File: config.mk
export PLATFORM = sky130hd
export DESIGN_NAME = muldiv_sequencer
export DESIGN_NICKNAME = d
export VERILOG_FILES = /design/src/rtl/muldiv_pkg.sv /design/src/rtl/run_watchdog.sv /design/src/rtl/muldiv_sequencer.sv
export SDC_FILE = /design/constraint.sdc
export NUM_CORES = 1
export LEC_CHECK = 0
export CORE_MARGIN = 1
export CORE_UTILIZATION = 49
export CTS_CLUSTER_DIAMETER = 60
export DETAILED_ROUTE_END_ITERATION = 10
export HOLD_SLACK_MARGIN = 0.1
export PLACE_DENSITY = 0.82
export SKIP_CTS_REPAIR_TIMING = 1
export SLEW_MARGIN = 20
export SYNTH_ARGS = -nofsm -noshare
export SYNTH_HDL_FRONTEND = slang
export SYNTH_SLANG_ARGS = --single-unit
export TNS_END_PERCENT = 20
File: constraint.sdc
create_clock -name clk -period 1.9 [get_ports clk]
set_input_delay 0.285 -clock clk [delete_from_list [all_inputs] [get_ports clk]]
set_output_delay 0.285 -clock clk [all_outputs]
set_load 0.005 [all_outputs]
File: src/rtl/muldiv_pkg.sv
// Shared definitions for the multiply/divide sequencer.
// Holds the op encodings seen on the control-unit interface, the sequencer
// state encoding, and the default watchdog sizing.
package muldiv_pkg;

  typedef enum logic [1:0] {
    OP_NONE = 2'b00,
    OP_MULT = 2'b01,
    OP_DIV  = 2'b10,
    OP_DIVM = 2'b11
  } op_e;

  typedef enum logic [2:0] {
    S_IDLE  = 3'd0,
    S_M_RUN = 3'd1,
    S_D_CLR = 3'd2,
    S_D_RUN = 3'd3,
    S_WRITE = 3'd4,
    S_FIN   = 3'd5,
    S_EXC   = 3'd6
  } state_e;

  localparam int unsigned TIMEOUT_CYCLES_DEF = 64;
  localparam int unsigned CNT_W_DEF          = 7;

endpackage

File: src/rtl/run_watchdog.sv
// Run-state cycle counter with expiry compare.
// Ports:
//   clk, rst  - clock, asynchronous active-high reset
//   clr       - zero the counter (has priority over en)
//   en        - count this cycle; also qualifies expired
//   expired   - high while enabled on the last permitted run cycle
module run_watchdog #(
  parameter int unsigned TIMEOUT_CYCLES = 64,
  parameter int unsigned CNT_W          = 7
) (
  input  logic clk,
  input  logic rst,
  input  logic clr,
  input  logic en,
  output logic expired
);

  logic [CNT_W-1:0] cnt_q, cnt_d;

  always_comb begin
    cnt_d = cnt_q;
    if (clr) begin
      cnt_d = '0;
    end else if (en) begin
      cnt_d = cnt_q + 1'b1;
    end
  end

  always_ff @(posedge clk or posedge rst) begin
    if (rst) begin
      cnt_q <= '0;
    end else begin
      cnt_q <= cnt_d;
    end
  end

  // The run state is left on expiry, so the counter never runs past this value.
  assign expired = en && (cnt_q == CNT_W'(TIMEOUT_CYCLES - 1));

endmodule

File: src/rtl/muldiv_sequencer.sv
// Sequences the shared multiply and divide units for the main control FSM.
// Ports:
//   clk, reset            - clock, asynchronous active-high reset
//   start, op             - request pulse and op (00 none, 01 MULT, 10 DIV, 11 DIVM)
//   abort                 - exception flush, cancels any operation
//   mult_end              - multiplier completion
//   div_done, div_by0     - divider completion and zero-divisor flag
//   mult_control, div_op  - run enables
//   div_reset             - divider clear pulse
//   hilo_sel, divm_mode   - HI/LO source (1 = div) and DIVM operand path
//   hi_w, lo_w            - HI/LO write strobes
//   busy, done            - operation in progress, completion pulse
//   exc_div0, timeout     - divide-by-zero and watchdog-expiry pulses
// All outputs are registered, decoded from the next state.
module muldiv_sequencer
  import muldiv_pkg::*;
#(
  parameter int unsigned TIMEOUT_CYCLES = TIMEOUT_CYCLES_DEF,
  parameter int unsigned CNT_W          = CNT_W_DEF
) (
  input  logic       clk,
  input  logic       reset,
  input  logic       start,
  input  logic [1:0] op,
  input  logic       abort,
  input  logic       mult_end,
  input  logic       div_done,
  input  logic       div_by0,
  output logic       mult_control,
  output logic       div_op,
  output logic       div_reset,
  output logic       hilo_sel,
  output logic       divm_mode,
  output logic       hi_w,
  output logic       lo_w,
  output logic       busy,
  output logic       done,
  output logic       exc_div0,
  output logic       timeout
);

  state_e state_q, state_d;
  logic   exc_is_div0;
  logic   wd_clr, wd_en, wd_expired;

  logic hilo_sel_q, hilo_sel_d;
  logic divm_mode_q, divm_mode_d;
  logic mult_control_q, mult_control_d;
  logic div_op_q, div_op_d;
  logic div_reset_q, div_reset_d;
  logic hilo_w_q, hilo_w_d;
  logic busy_q, busy_d;
  logic done_q, done_d;
  logic exc_div0_q, exc_div0_d;
  logic timeout_q, timeout_d;

  run_watchdog #(
    .TIMEOUT_CYCLES (TIMEOUT_CYCLES),
    .CNT_W          (CNT_W)
  ) u_watchdog (
    .clk     (clk),
    .rst     (reset),
    .clr     (wd_clr),
    .en      (wd_en),
    .expired (wd_expired)
  );

  assign wd_en = (state_q == S_M_RUN) || (state_q == S_D_RUN);

  always_comb begin
    state_d     = state_q;
    exc_is_div0 = 1'b0;
    wd_clr      = 1'b0;
    hilo_sel_d  = hilo_sel_q;
    divm_mode_d = divm_mode_q;

    case (state_q)
      S_IDLE: begin
        if (!abort && start && (op != OP_NONE)) begin
          wd_clr = 1'b1;
          if (op == OP_MULT) begin
            state_d    = S_M_RUN;
            hilo_sel_d = 1'b0;
          end else begin
            state_d     = S_D_CLR;
            hilo_sel_d  = 1'b1;
            divm_mode_d = (op == OP_DIVM);
          end
        end
      end
      S_M_RUN: begin
        if (abort)           state_d = S_IDLE;
        else if (mult_end)   state_d = S_WRITE;
        else if (wd_expired) state_d = S_EXC;
      end
      S_D_CLR: begin
        state_d = abort ? S_IDLE : S_D_RUN;
      end
      S_D_RUN: begin
        // Zero divisor outranks a simultaneous done; completion outranks expiry.
        if (abort) begin
          state_d = S_IDLE;
        end else if (div_by0) begin
          state_d     = S_EXC;
          exc_is_div0 = 1'b1;
        end else if (div_done) begin
          state_d = S_WRITE;
        end else if (wd_expired) begin
          state_d = S_EXC;
        end
      end
      S_WRITE: begin
        state_d = abort ? S_IDLE : S_FIN;
      end
      S_FIN:   state_d = S_IDLE;
      S_EXC:   state_d = S_IDLE;
      default: state_d = S_IDLE;
    endcase

    if (state_d == S_IDLE) begin
      divm_mode_d = 1'b0;
    end

    mult_control_d = (state_d == S_M_RUN);
    div_op_d       = (state_d == S_D_RUN);
    div_reset_d    = (state_d == S_D_CLR);
    hilo_w_d       = (state_d == S_WRITE);
    busy_d         = (state_d != S_IDLE);
    done_d         = (state_d == S_FIN);
    exc_div0_d     = (state_d == S_EXC) && exc_is_div0;
    timeout_d      = (state_d == S_EXC) && !exc_is_div0;
  end

  always_ff @(posedge clk or posedge reset) begin
    if (reset) begin
      state_q        <= S_IDLE;
      hilo_sel_q     <= 1'b0;
      divm_mode_q    <= 1'b0;
      mult_control_q <= 1'b0;
      div_op_q       <= 1'b0;
      div_reset_q    <= 1'b0;
      hilo_w_q       <= 1'b0;
      busy_q         <= 1'b0;
      done_q         <= 1'b0;
      exc_div0_q     <= 1'b0;
      timeout_q      <= 1'b0;
    end else begin
      state_q        <= state_d;
      hilo_sel_q     <= hilo_sel_d;
      divm_mode_q    <= divm_mode_d;
      mult_control_q <= mult_control_d;
      div_op_q       <= div_op_d;
      div_reset_q    <= div_reset_d;
      hilo_w_q       <= hilo_w_d;
      busy_q         <= busy_d;
      done_q         <= done_d;
      exc_div0_q     <= exc_div0_d;
      timeout_q      <= timeout_d;
    end
  end

  assign mult_control = mult_control_q;
  assign div_op       = div_op_q;
  assign div_reset    = div_reset_q;
  assign hilo_sel     = hilo_sel_q;
  assign divm_mode    = divm_mode_q;
  assign hi_w         = hilo_w_q;
  assign lo_w         = hilo_w_q;
  assign busy         = busy_q;
  assign done         = done_q;
  assign exc_div0     = exc_div0_q;
  assign timeout      = timeout_q;

endmodule

Yosys cells after proc, flatten, opt, wreduce, memory -nomap -nowiden

Index checks and enable logic that the tools add are counted.

Register bits after elaboration: 20
Word-level logic and storage cells: 67

Mux-type cells: 23
$add $sub $neg: 1
Equality and inequality tests: 14
Reduce and logical (&&, ||, !) cells: 17

Operators by type and width:

| cell                                                            | number |
|---|---|
| 3-bit two-way mux                                               | 8 |
| 3-bit case mux with 5 select lines                              | 1 |
| 7-bit two-way mux                                               | 2 |
| 3-bit by 2-bit == test with 1-bit output, second input constant | 4 |
| 3-bit == test, second input constant                            | 4 |
| 1-bit two-way mux                                               | 10 |
| 2-bit nonzero test                                              | 4 |
| 7-bit by 1-bit adder with 7-bit output, second input constant   | 1 |
| 7-bit by 6-bit == test with 1-bit output, second input constant | 1 |
| 3-bit by 1-bit == test with 1-bit output, second input constant | 2 |
| 3-bit zero test                                                 | 2 |
| 1-bit logical AND                                               | 5 |
| 2-bit two-way mux                                               | 2 |
| 3-bit AND reduction                                             | 1 |
| 3-bit nonzero test                                              | 1 |
| 2-bit by 1-bit == test with 1-bit output, second input constant | 1 |
| 2-bit == test, second input constant                            | 1 |
| 1-bit zero test                                                 | 2 |
| 2-bit by 1-bit != test with 1-bit output, second input constant | 1 |
| 2-bit AND reduction                                             | 1 |
| 1-bit logical OR                                                | 1 |

Depth between registers and ports, before layout

Depth after elaboration: 11
Gate-level depth with buffers: 5
Gate-level depth less buffers: 5

Hierarchy

A second synthesis with hierarchy kept.

Cells, all modules: 84
Area, all modules: 910.9 µm²

By module, submodules not included:

| module           | cells each | instances | sequential area each (µm²) | area an instance (µm²) |
|---|---|---|---|---|
| muldiv_sequencer | 53         | 1         | 325.3                      | 595.6 |
| run_watchdog     | 31         | 1         | 175.2                      | 315.3 |

Worst setup path before layout

OpenSTA, ideal clock, no wires.

Kind: flip-flop to flip-flop
From: register u_watchdog.cnt_q[0]
To: register timeout_q (netlist: timeout)
Setup slack: 0.365 ns
Stages on the path, launching flop included: 6
Required time: 1.793 ns
Data arrival time: 1.428 ns
Library setup time: 0.107 ns
Period minus slack after synthesis: 1.535 ns
Path through: dfrtp_1 ha_1 nand3_1 nor3_1 a31oi_4 a2111oi_4

Word-level cells in the longest chain between the ends: 9
Elaborated cells on any way between the ends: 11
Classes of those cells: eq/ne: 2; mux: 7; reduce/logical: 2

RTL lines:

| item                                         | RTL line                                        | source |
|---|---|---|
| from (decl)                                  | run_watchdog.sv:18                              | `logic [CNT_W-1:0] cnt_q, cnt_d;` |
| from (signal assigned)                       | run_watchdog.sv:33                              | `cnt_q <= cnt_d;` |
| 7-bit by 6-bit == test with 1-bit output (*) | run_watchdog.sv:38                              | `assign expired = en && (cnt_q == CNT_W'(TIMEOUT_CYCLES - 1));` |
| 1-bit logical AND (*)                        | run_watchdog.sv:38                              |  |
| 3-bit two-way mux (*)                        | muldiv_sequencer.sv:94, muldiv_sequencer.sv:108 |  |
| 3-bit two-way mux                            | muldiv_sequencer.sv:106                         | `end else if (div_done) begin` |
| 3-bit two-way mux                            | muldiv_sequencer.sv:103                         | `end else if (div_by0) begin` |
| 3-bit two-way mux                            | muldiv_sequencer.sv:101                         | `if (abort) begin` |
| 3-bit case mux with 5 select lines (*)       | muldiv_sequencer.sv:77                          | `case (state_q)` |
| 3-bit == test (*)                            | muldiv_sequencer.sv:131                         | `timeout_d = (state_d == S_EXC) && !exc_is_div0;` |
| 1-bit logical AND (*)                        | muldiv_sequencer.sv:131                         |  |
| net timeout_d                                | muldiv_sequencer.sv:55                          | `logic timeout_q, timeout_d;` |
| to (signal assigned)                         | muldiv_sequencer.sv:158                         | `timeout_q <= timeout_d;` |
| to (decl)                                    | muldiv_sequencer.sv:55                          |  |

The timed path passes the listed nets; every way through them passes the cells marked *.
A chain may end at the register's enable or synchronous reset.

Worst setup path after layout

Same ends and word-level chain as after synthesis.

==> results.sh <==
export IMPL_cts_tree="yes"
export IMPL_yosysWarnings=0
export IMPL_syn_area_sq_um=992
export IMPL_path_delay_family="compound AO/OA/AOI/OAI gates"
export IMPL_core_rowCount=15
export IMPL_clock_tree_buffer_depth=2
export IMPL_arrival_ns=1.92
export IMPL_cap_violations=0
export IMPL_die_area_sq_um=2210
export IMPL_slew_violations=0
export IMPL_die_h_um=47
export IMPL_yosys_top_cells_area="dfrtp_1 (50%), nand2_1 (3.0%), nor2_1 (3.0%)"
export IMPL_nFillCells=140
export IMPL_fp_dieW_um=47
export IMPL_total_power_w=0.00104
export IMPL_area_delta_synth_final_pct=25.7
export IMPL_antenna_left=0
export IMPL_clk_pin_slew_ns=0.11
export IMPL_whs_ns=0.295
export IMPL_ir_drop_mv=0.479
export IMPL_hp_class="input pin to asynchronous set/reset pin"
export IMPL_skew_ns=0.00638
export IMPL_vias=743
export IMPL_vias_per_cell=5.50
export IMPL_cp_required_ns=2.10
export IMPL_synth_distinct_cells=38
export IMPL_outcome="finished clean"
export IMPL_htree_levels=1
export IMPL_drtPass1Iterations=4
export IMPL_hold_viol=0
export IMPL_fin_crit_sh_pct=90.7
export IMPL_crit_chain="ha_1 -> nand3_1 -> nor3_1 -> a31oi_4 -> a2111oi_4"
export IMPL_grt_max_degree=21
export IMPL_start_util_pct=54.5
export IMPL_setup_violations=0
export IMPL_cts_buffers_inserted=3
export IMPL_dr_first_iter_drc_count=14
export IMPL_dpl_cell_area_sq_um=1220
export IMPL_drive_gt1_share_pct=15.5
export IMPL_synth_top_area_share_pct=50.4
export IMPL_switching_share_pct=30.7
export IMPL_grt_pass1_vias=635
export IMPL_ys_seq_area_share_pct=50.4
export IMPL_setup_tns_final_ns=0
export IMPL_synth_top_cell_by_area="dfrtp_1"
export IMPL_power_density_nw_per_um2=837
export IMPL_worst_pin_slew_ns=0.392
export IMPL_routed_wl_um=1860
export IMPL_grt_overflow=0
export IMPL_clkPwrFrac_pct=18.4
export IMPL_syn_area_per_cell_sq_um=11.5
export IMPL_power_switching_w=0.000320
export IMPL_cp_start_kind="flip-flop"
export IMPL_layout_cells_non_filler=135
export IMPL_antenna_found_initial=0
export IMPL_wl_per_cell_um=13.8
export IMPL_dp_cells=132
export IMPL_fmax_mhz=580
export IMPL_clk_latency_ns=0.29
export IMPL_crit_fanout=7
export IMPL_dpl_hpwl_um=1450
export IMPL_core_sq_um=1820
export IMPL_cts_sinks=20
export IMPL_portBuffers=19
export IMPL_syn_instance_count=86
export IMPL_fin_nets=122
export IMPL_end_kind="flip-flop"
export IMPL_cts_root_buffer="clkbuf_4"
export IMPL_io_pins=20
export IMPL_power_internal_w=0.000723
export IMPL_maxSlewHeadroom_pct=73.9
export IMPL_grt_pass1_wl_um=2970
export IMPL_finish_instance_area_sq_um=1250
export IMPL_power_leakage_nw=0.561
export IMPL_crit_type="flip-flop to flip-flop"
export IMPL_min_period_ns=1.72
export IMPL_antenna_cells=0
export IMPL_rsz0062_at_grt="false"
export IMPL_combPwrFrac_pct=27.2
export IMPL_drc=0
export IMPL_path_buf_inv=0
export IMPL_critPathSlowestCell="dfrtp_1"
export IMPL_syn_num_nets=96
export IMPL_ys_seq_elements=20
export IMPL_seq_power_share_pct=54.4
export IMPL_gp_congestion=0.825
export IMPL_max_stage_delay_ns=0.39
export IMPL_track_usage_pct=19.5
-- placed cells by master (no fill, tap or decap), drive strengths merged, types with 2 or more instances in the layout --
cell / count
inv: 4
and2: 2
xor2: 3
mux2i: 2
dfrtp: 20
clkdlybuf4s50: 19
nand3b: 2
clkbuf: 3
nor3: 2
buf: 4
a21oi: 5
and3: 2
a31oi: 2
nor2: 9
o21ai: 3
nand2: 8
nor3b: 4
-- per-layer routing --
| metal | vias up | wire length (um) | GRT usage, % |
|---|---|---|---|
| met4 | 0 | 23 | 6.86 |
| met2 | 25 | 930 | 31.9 |
| met1 | 353 | 833 | 26.7 |
| met5 | - | 0 | 0 |
| li1 | 361 | - | - |
| met3 | 4 | 72 | 2.31 |
-- path summary, 6_finish.rpt --
path | from | slack (ns) | endpoint | cells past startpoint
worst min-delay path | reset | 0.30 | busy | 3
min in group clk | hilo_sel | 0.49 | hilo_sel | 1
worst min register to register | hilo_sel | 0.49 | hilo_sel | 1
worst max-delay path | u_watchdog.cnt_q[0] | 0.18 | timeout | 5
worst max register to register | u_watchdog.cnt_q[0] | 0.18 | timeout | 5
max in group asynchronous | reset | 1.40 | state_q[0] | 3
-- state kept, by name, indices dropped and copies added (netlist names) --
name and cells:
u_watchdog.cnt_q 7, state_q 3, busy 1, div_op 1, div_reset 1, divm_mode 1
done 1, exc_div0 1, hi_w 1, hilo_sel 1, mult_control 1, timeout 1
-- layout make-up --
type | instances | area (sq um) | share of cell area, %
inverters | 4 | 15.0 | 1.20
well taps | 25 | 31.3 | 2.51
multi-input cells | 60 | 458 | 36.7
flip-flops and latches | 20 | 500 | 40.1
repair buffers | 23 | 220 | 17.7
clock buffers | 3 | 22.5 | 1.81
-- power by group through the flow --
stage | Clock, W | Sequential [W] | Combinational, W
detailed placement | 0 | 0.000576 | 0.000285
CTS | 0.000196 | 0.000568 | 0.000286
global route | 0.000206 | 0.000580 | 0.000318
global placement | 0 | 0.000572 | 0.000278
finish | 0.000192 | 0.000568 | 0.000284
floorplan | 0 | 0.000558 | 0.000186
-- logic make-up (layout without fill, tap and decap cells) --
| logic type | Yosys count | after routing | synth area share, % |
|---|---|---|---|
| compound gates | 18 | 18 | 17.0 |
| xor+xnor | 3 | 3 | 2.65 |
| fa+ha+maj | 1 | 1 | 1.26 |
| buf+inv | 6 | 30 | 3.40 |
| flops | 20 | 20 | 50.4 |
| mux | 2 | 2 | 2.02 |
| simple gates | 36 | 36 | 23.2 |
-- metrics by stage --
step	util [%]	worst slack, ns
final	68.5	0.177
after global routing	68.5	0.0282
after CTS	68.5	0.175
after detailed placement	67.3	0.0754
after global placement	67.3	0.143
after floorplan	-	0.365
-- Yosys cell counts --
cell / count
a21o_1: 1
nand2_1: 8
nor3b_2: 2
nor4b_2: 1
o211a_1: 1
nor2_1: 8
o21ai_0: 2
dfrtp_1: 20
a31oi_4: 1
a21oi_2: 1
inv_1: 4
nor2_4: 1
and2_1: 1
and2_0: 1
nand4_1: 1
nand3b_1: 2
a2111oi_4: 1
o21ai_1: 1
a21oi_1: 4
nor2b_1: 1
a211o_1: 1
or3_1: 1
xor2_1: 3
ha_1: 1
nor4_4: 1
o32a_1: 1
nor3b_1: 2
buf_4: 1
a31oi_1: 1
and3_1: 2
o32ai_1: 1
nor3_1: 2
a22o_4: 1
buf_6: 1
nand2b_2: 1
o211ai_1: 1
nand3_1: 1
mux2i_1: 2
-- worst register-to-register path, cell delays in order, from the launching register on --
cell       delay (ns)
dfrtp_1          0.39
ha_1             0.19
nand3_1          0.20
nor3_1           0.31
a31oi_4          0.20
a2111oi_4        0.34
Note: power is estimated with default switching activity, not from simulation.
